--- src/rtl/scrolling_map_if.sv ---
// scrolling_map_if: scroll strobe, insert selects and flat map outputs of the lane map generator
interface scrolling_map_if #(parameter int ROWS = 16, parameter int LANES = 4);
    logic                    move_map;
    logic                    sel_obstacle;
    logic                    sel_objective;
    logic [ROWS*LANES-1:0]   map_obstacles_flat;
    logic [ROWS*LANES-1:0]   map_objectives_flat;
    logic                    obstacle_generated;
    logic                    objective_generated;
    modport master(
        output move_map, sel_obstacle, sel_objective,
        input  map_obstacles_flat, map_objectives_flat, obstacle_generated, objective_generated
    );
    modport slave(
        input  move_map, sel_obstacle, sel_objective,
        output map_obstacles_flat, map_objectives_flat, obstacle_generated, objective_generated
    );
endinterface

--- src/rtl/scrolling_map_generator.sv ---
// scrolling_map_generator: scrolls obstacle/objective lane maps toward the player, new top row lane picked by an LFSR
module scrolling_map_generator #(
    parameter int          ROWS      = 16,
    parameter int          LANES     = 4,
    parameter logic [15:0] LFSR_SEED = 16'hACE1
) (
    input logic             clock,
    input logic             reset,
    scrolling_map_if.slave  bus
);
    logic [15:0]           lfsr;
    logic [ROWS*LANES-1:0] obs_q, obj_q;
    logic                  obs_pulse, obj_pulse;
    logic [1:0]            obs_lane, obj_lane, rem;
    logic [LANES-1:0]      new_obs, new_obj;
    logic                  fb;
    always_comb begin
        fb       = lfsr[0] ^ lfsr[2] ^ lfsr[3] ^ lfsr[5];
        rem      = lfsr[3:2] == 2'd3 ? 2'd0 : lfsr[3:2];
        obs_lane = lfsr[1:0];
        // offset of 1..3 from the obstacle lane keeps both inserts in distinct lanes
        obj_lane = bus.sel_obstacle ? obs_lane + 2'd1 + rem : lfsr[3:2];
        new_obs  = bus.sel_obstacle ? LANES'(1) << obs_lane : '0;
        new_obj  = bus.sel_objective ? LANES'(1) << obj_lane : '0;
    end
    always_ff @(posedge clock or posedge reset) begin
        if (reset) begin
            lfsr      <= LFSR_SEED;
            obs_q     <= '0;
            obj_q     <= '0;
            obs_pulse <= 1'b0;
            obj_pulse <= 1'b0;
        end else begin
            lfsr      <= {fb, lfsr[15:1]};
            obs_pulse <= bus.move_map & bus.sel_obstacle;
            obj_pulse <= bus.move_map & bus.sel_objective;
            if (bus.move_map) begin
                obs_q <= {new_obs, obs_q[ROWS*LANES-1:LANES]};
                obj_q <= {new_obj, obj_q[ROWS*LANES-1:LANES]};
            end
        end
    end
    assign bus.map_obstacles_flat  = obs_q;
    assign bus.map_objectives_flat = obj_q;
    assign bus.obstacle_generated  = obs_pulse;
    assign bus.objective_generated = obj_pulse;
endmodule

--- src/flat_wrapper.sv ---
// flat-port wrapper written by rule: the top's interface ports become plain ports
module scrolling_map_generator_flat 
#(
    parameter int          ROWS      = 16,
    parameter int          LANES     = 4,
    parameter logic [15:0] LFSR_SEED = 16'hACE1
)
  (clock, reset, bus_move_map, bus_sel_obstacle, bus_sel_objective, bus_map_obstacles_flat, bus_map_objectives_flat, bus_obstacle_generated, bus_objective_generated);
  scrolling_map_if #(.ROWS(ROWS), .LANES(LANES)) bus_i ();
  input logic clock;
  input logic reset;
  input wire logic [$bits(bus_i.move_map)-1:0] bus_move_map;
  input wire logic [$bits(bus_i.sel_obstacle)-1:0] bus_sel_obstacle;
  input wire logic [$bits(bus_i.sel_objective)-1:0] bus_sel_objective;
  output wire logic [$bits(bus_i.map_obstacles_flat)-1:0] bus_map_obstacles_flat;
  output wire logic [$bits(bus_i.map_objectives_flat)-1:0] bus_map_objectives_flat;
  output wire logic [$bits(bus_i.obstacle_generated)-1:0] bus_obstacle_generated;
  output wire logic [$bits(bus_i.objective_generated)-1:0] bus_objective_generated;
  assign bus_i.move_map = bus_move_map;
  assign bus_i.sel_obstacle = bus_sel_obstacle;
  assign bus_i.sel_objective = bus_sel_objective;
  assign bus_map_obstacles_flat = bus_i.map_obstacles_flat;
  assign bus_map_objectives_flat = bus_i.map_objectives_flat;
  assign bus_obstacle_generated = bus_i.obstacle_generated;
  assign bus_objective_generated = bus_i.objective_generated;
  scrolling_map_generator #(.ROWS(ROWS), .LANES(LANES), .LFSR_SEED(LFSR_SEED)) u_core (.clock(clock), .reset(reset), .bus(bus_i));
endmodule
--- config.mk ---
export PLATFORM = sky130hd
export DESIGN_NAME = scrolling_map_generator_flat
export DESIGN_NICKNAME = d
export VERILOG_FILES = /design/src/rtl/scrolling_map_if.sv /design/src/rtl/scrolling_map_generator.sv /design/src/flat_wrapper.sv
export SDC_FILE = /design/constraint.sdc
export NUM_CORES = 1
export LEC_CHECK = 0
export BUFFER_PORTS_ARGS = -buffer_cell sky130_fd_sc_hd__buf_2
export CELL_PAD_IN_SITES_DETAIL_PLACEMENT = 0
export CELL_PAD_IN_SITES_GLOBAL_PLACEMENT = 1
export CORE_MARGIN = 3
export CORE_UTILIZATION = 43
export DETAILED_ROUTE_END_ITERATION = 8
export PLACE_DENSITY_LB_ADDON = 0.1
export SYNTH_ARGS = -nofsm -noshare
export SYNTH_HDL_FRONTEND = slang
export SYNTH_SLANG_ARGS = --single-unit
--- constraint.sdc ---
create_clock -name clock -period 5.26 [get_ports clock]
set_input_delay 0.789 -clock clock [delete_from_list [all_inputs] [get_ports clock]]
set_output_delay 0.789 -clock clock [all_outputs]
set_load 0.05 [all_outputs]
# [Yosys cells after proc, flatten, opt, wreduce, memory -nomap -nowiden]
# Index checks and enable logic that the tools add are counted.
[classes] eq_ne=1 n_reduce_logical=0 mux=4 order_cmp=0 shift=2 n_bitwise=5 multipliers=0 n_div=0 n_addsub=2
[op_table] op="$mux 4" n=2
[op_table] op="$shl 1x2->4 const A" n=2
[op_table] op="$mux 2" n=2
[op_table] op="$xor 1x1->1" n=3
[op_table] op="$add 2x1->2 const B" n=1
[op_table] op="$add 2x2->2" n=1
[op_table] op="$and 1x1->1" n=2
[op_table] op="$eq 2x2->1 const B" n=1
[totals] input_bits=5 output_inout_bits=130 latchBits=0 register_bits=146 ram_bits=0 mem_count=0 rom_bits=0

# [Longest topological paths before layout]
[depth] depth_word=6 mapped_depth=5

# [Worst setup path before layout]
# No wires, ideal clock.
[synth_path] path_type="input to register" startpoint="in bus_move_map" endpoint="reg u_core.obj_q[0], in the netlist u_core.bus.map_objectives_flat[0]" path_stages=4 arrival_time_ns=1.579 setup_ns=0.125 slack_ns=3.556 t_required_ns=5.135 cell_sequence="buf_2 > buf_2 > buf_4 > mux2_2"
[synth_rtl] item="from (decl)" line="flat_wrapper.sv:12" rtl="input wire logic [$bits(bus_i.move_map)-1:0] bus_move_map;"
[synth_rtl] item="to (signal assigned)" line="scrolling_map_generator.sv:39" rtl="obj_q <= {new_obj, obj_q[ROWS*LANES-1:LANES]};"
[synth_rtl] item="to (decl)" line="scrolling_map_generator.sv:12" rtl="logic [ROWS*LANES-1:0] obs_q, obj_q;"
# No word-level cell between the ends.

# [Worst setup path after layout]
[layout_path] startpoint="in bus_move_map" endpoint="reg u_core.obs_q[5], in the netlist u_core.bus.map_obstacles_flat[5]"
[layout_rtl] item="to (signal assigned)" line="scrolling_map_generator.sv:38" rtl="obs_q <= {new_obs, obs_q[ROWS*LANES-1:LANES]};"
[layout_rtl] item="to (decl)" line="scrolling_map_generator.sv:12"
# No word-level cell between the ends.

==> impl_metrics.ini <==
[cts]
ctsHoldBuffers = 0
cts_tree = yes
cts_setup_buffers = 0
numClockSinks = 146
clkLatencyLatePin_ns = 0.40
clk_path_buf_depth = 2
cts_buffers = 17
ctsHtreeMaxLevel = 4
cts.clk_slew.worst_paths_ns = 0.06
clockRootBuffer = clkbuf_16
post_cts_resized = 0

[die]
initial_utilization = 0.445
boundaryPins = 135
die_area_um2 = 14000
die_w_um = 118
row_count = 40
die_y_um = 118
floorplan.core_area_um2 = 12200

[power]
irDropWorstVdd_mv = 0.200
finalPower_w = 0.00315
switching_power_w = 0.00106
combPwrFrac = 0.236
p_sw_frac = 0.336
pwr-share-seq = 0.422
p_int_w = 0.00210
leakagePower_nw = 3.66
power_density_nw_per_um2 = 467
clkPwrFrac = 0.342

[sta]
rsz0062_at_grt = no
hold_viol_final = 0
max_slew_margin = 0.425
clock_skew_ns = 0.00494
setup_tns_ns = 0
finalCriticalPeriod_ns = 2.10
setup_viol = 0
tightest_slew_ns = 0.863
slew_viol_final = 0
setup_slack_ns = 3.16
fin_crit_sh = 0.399
max_clock_freq_mhz = 476

[yosys]
synthCells = 327
synth_seq_area_share = 0.678
yosysTopAreaCell = dfrtp_1
async_reset_ff_frac = 1.00
synth-edff-count = 0
synthesis.yosys.warnings = 0
yosysUniqueCellTypes = 22
synth.cells.most_frequent = dfrtp_1, mux2_2, inv_1
synthFlopType = dfrtp_1
ys_top_cells_by_area = dfrtp_1, mux2_2, dfstp_2
avgSynthCellArea_um2 = 16.5
synthesis.area_um2 = 5410
synth.top_cell.area_share = 0.639
synth_nets = 334
ys_seq_elements = 146
synthMostInstantiatedCell = dfrtp_1

[drt]
ant_nets = 0
totalWireLength_mm = 9.82
num_vias = 3028
drt_iter0_drc = 141
via_per_inst = 4.67
drt_pass1_iterations = 4
wl_per_cell_um = 15.1
drcViolationCount = 0

[placed_design]
gp_congestion = 0.691
io_buffers = 134
dpl-instance-area_um2 = 6220
post-place-ws_ns = 2.74
dpl.hpwl_mm = 6.47

[final_layout]
multi_input_area_um2 = 1610
syn2layout_area_growth_pct = 24.9
drive_above_1_share = 0.613
nNetsFinal = 474
diodes = 0
utilization = 0.555
final_area_um2 = 6760
fill_cells = 1086
regArea_um2 = 3660

[critical_path]
worstSetupPathType = in -> reg
crit_slowest_cell = buf_4
path_cells = buf_4 > buf_4 > mux2_2
critPathRequiredTime_ns = 5.54
cp_common_cell = buf_4
critPathMaxFanout = 67
cp.arrival_ns = 2.38
slowest_delay_ns = 0.60
start_kind = input pin
end_kind = register
r2r_slack_ns = 3.58

[global_routing]
grt_usage = 0.148
grt_max_degree = 100
grt_antenna_before_repair = 0
grt.overflow.total = 0
grt_pass1_wl_mm = 16.5
first_global_vias = 3079

[flow_run]
cap_violations = 0

[status]
status = finished, final reports clean

[hold_path]
min_path_type = reg -> reg
==> per-layer routing <==
| metal | part of all wire | GRT usage |
|---|---|---|
| met5 | 0 | 0 |
| met3 | 0.054 | 0.0474 |
| met1 | 0.46 | 0.199 |
| met2 | 0.47 | 0.220 |
| met4 | 0.018 | 0.0681 |
==> placed cells by master (no fill, tap or decap), types with 2 or more instances in the layout <==
master,count
mux2_2,120
ha_1,2
nand2b_1,4
dfrtp_1,138
inv_1,9
buf_4,4
clkbuf_16,17
clkbuf_1,5
o22ai_1,4
buf_2,133
clkinv_2,5
nand2_1,5
mux2i_1,2
nand3b_1,2
dfstp_2,8
o32ai_1,4
xnor2_1,2
clkbuf_8,5
and2_1,3
==> cell type report <==
class,count,share of cell area
clock buffer,27,0.0759
clock inverter,5,0.00370
inverter,10,0.00630
multi-input combinational,155,0.238
sequential,146,0.542
tap,168,0.0311
timing repair buffer,137,0.103
==> state kept, by name, indices dropped and copies added (netlist names) <==
signal,cells
u_core.bus.map_objectives_flat,64
u_core.bus.map_obstacles_flat,64
u_core.lfsr,16
u_core.bus.objective_generated,1
u_core.bus.obstacle_generated,1
==> worst paths after layout <==
| kind | start | depth (start not counted) | endpoint |
|---|---|---|---|
| setup / recovery | bus_move_map | 3 | u_core.bus.map_obstacles_flat[5]$_DFFE_PP0P_ |
| hold / removal | u_core.lfsr[9]$_DFF_PP0_ | 0 | u_core.lfsr[8]$_DFF_PP0_ |
| setup reg to reg | u_core.lfsr[3]$_DFF_PP0_ | 5 | u_core.bus.map_objectives_flat[61]$_DFFE_PP0P_ |
| hold reg to reg | u_core.lfsr[9]$_DFF_PP0_ | 0 | u_core.lfsr[8]$_DFF_PP0_ |
| max in group asynchronous | reset | 3 | u_core.bus.map_objectives_flat[3]$_DFFE_PP0P_ |
| min in group asynchronous | reset | 2 | u_core.bus.map_obstacles_flat[57]$_DFFE_PP0P_ |
==> stage by stage <==
stage	std cells	hold WS, ns
floorplan	327	0.331
global placement	616	0.336
detailed placement	616	0.335
CTS	648	0.345
global route	648	0.354
finish	648	0.343
==> critical path, delay by kind of cell <==
family / cells / cell delay, ns
buffers and inverters: 2 / 1.13
muxes: 1 / 0.39
==> cell families after synthesis <==
group | Yosys count | synth area share
muxes | 122 | 0.254
xor gates and xnor gates | 4 | 0.00787
and+or+nand+nor | 16 | 0.0162
adders and majority gates | 2 | 0.00463
buffers and inverters | 26 | 0.0255
DFF | 146 | 0.678
AOI/OAI and AO/OA | 11 | 0.0146
==> power groups by stage <==
| stage | Clock [W] | Sequential, W | Combinational [W] |
|---|---|---|---|
| 6_report | 0.00108 | 0.00133 | 0.000744 |
| 5_1_grt | 0.00117 | 0.00135 | 0.000773 |
| 4_1_cts | 0.00111 | 0.00133 | 0.000754 |
| 3_5_place_dp | 0 | 0.00135 | 0.000753 |
| 3_3_place_gp | 0 | 0.00135 | 0.000745 |
| 2_1_floorplan | 0 | 0.00177 | 0.000158 |
Power figures use the tool's default switching activity.
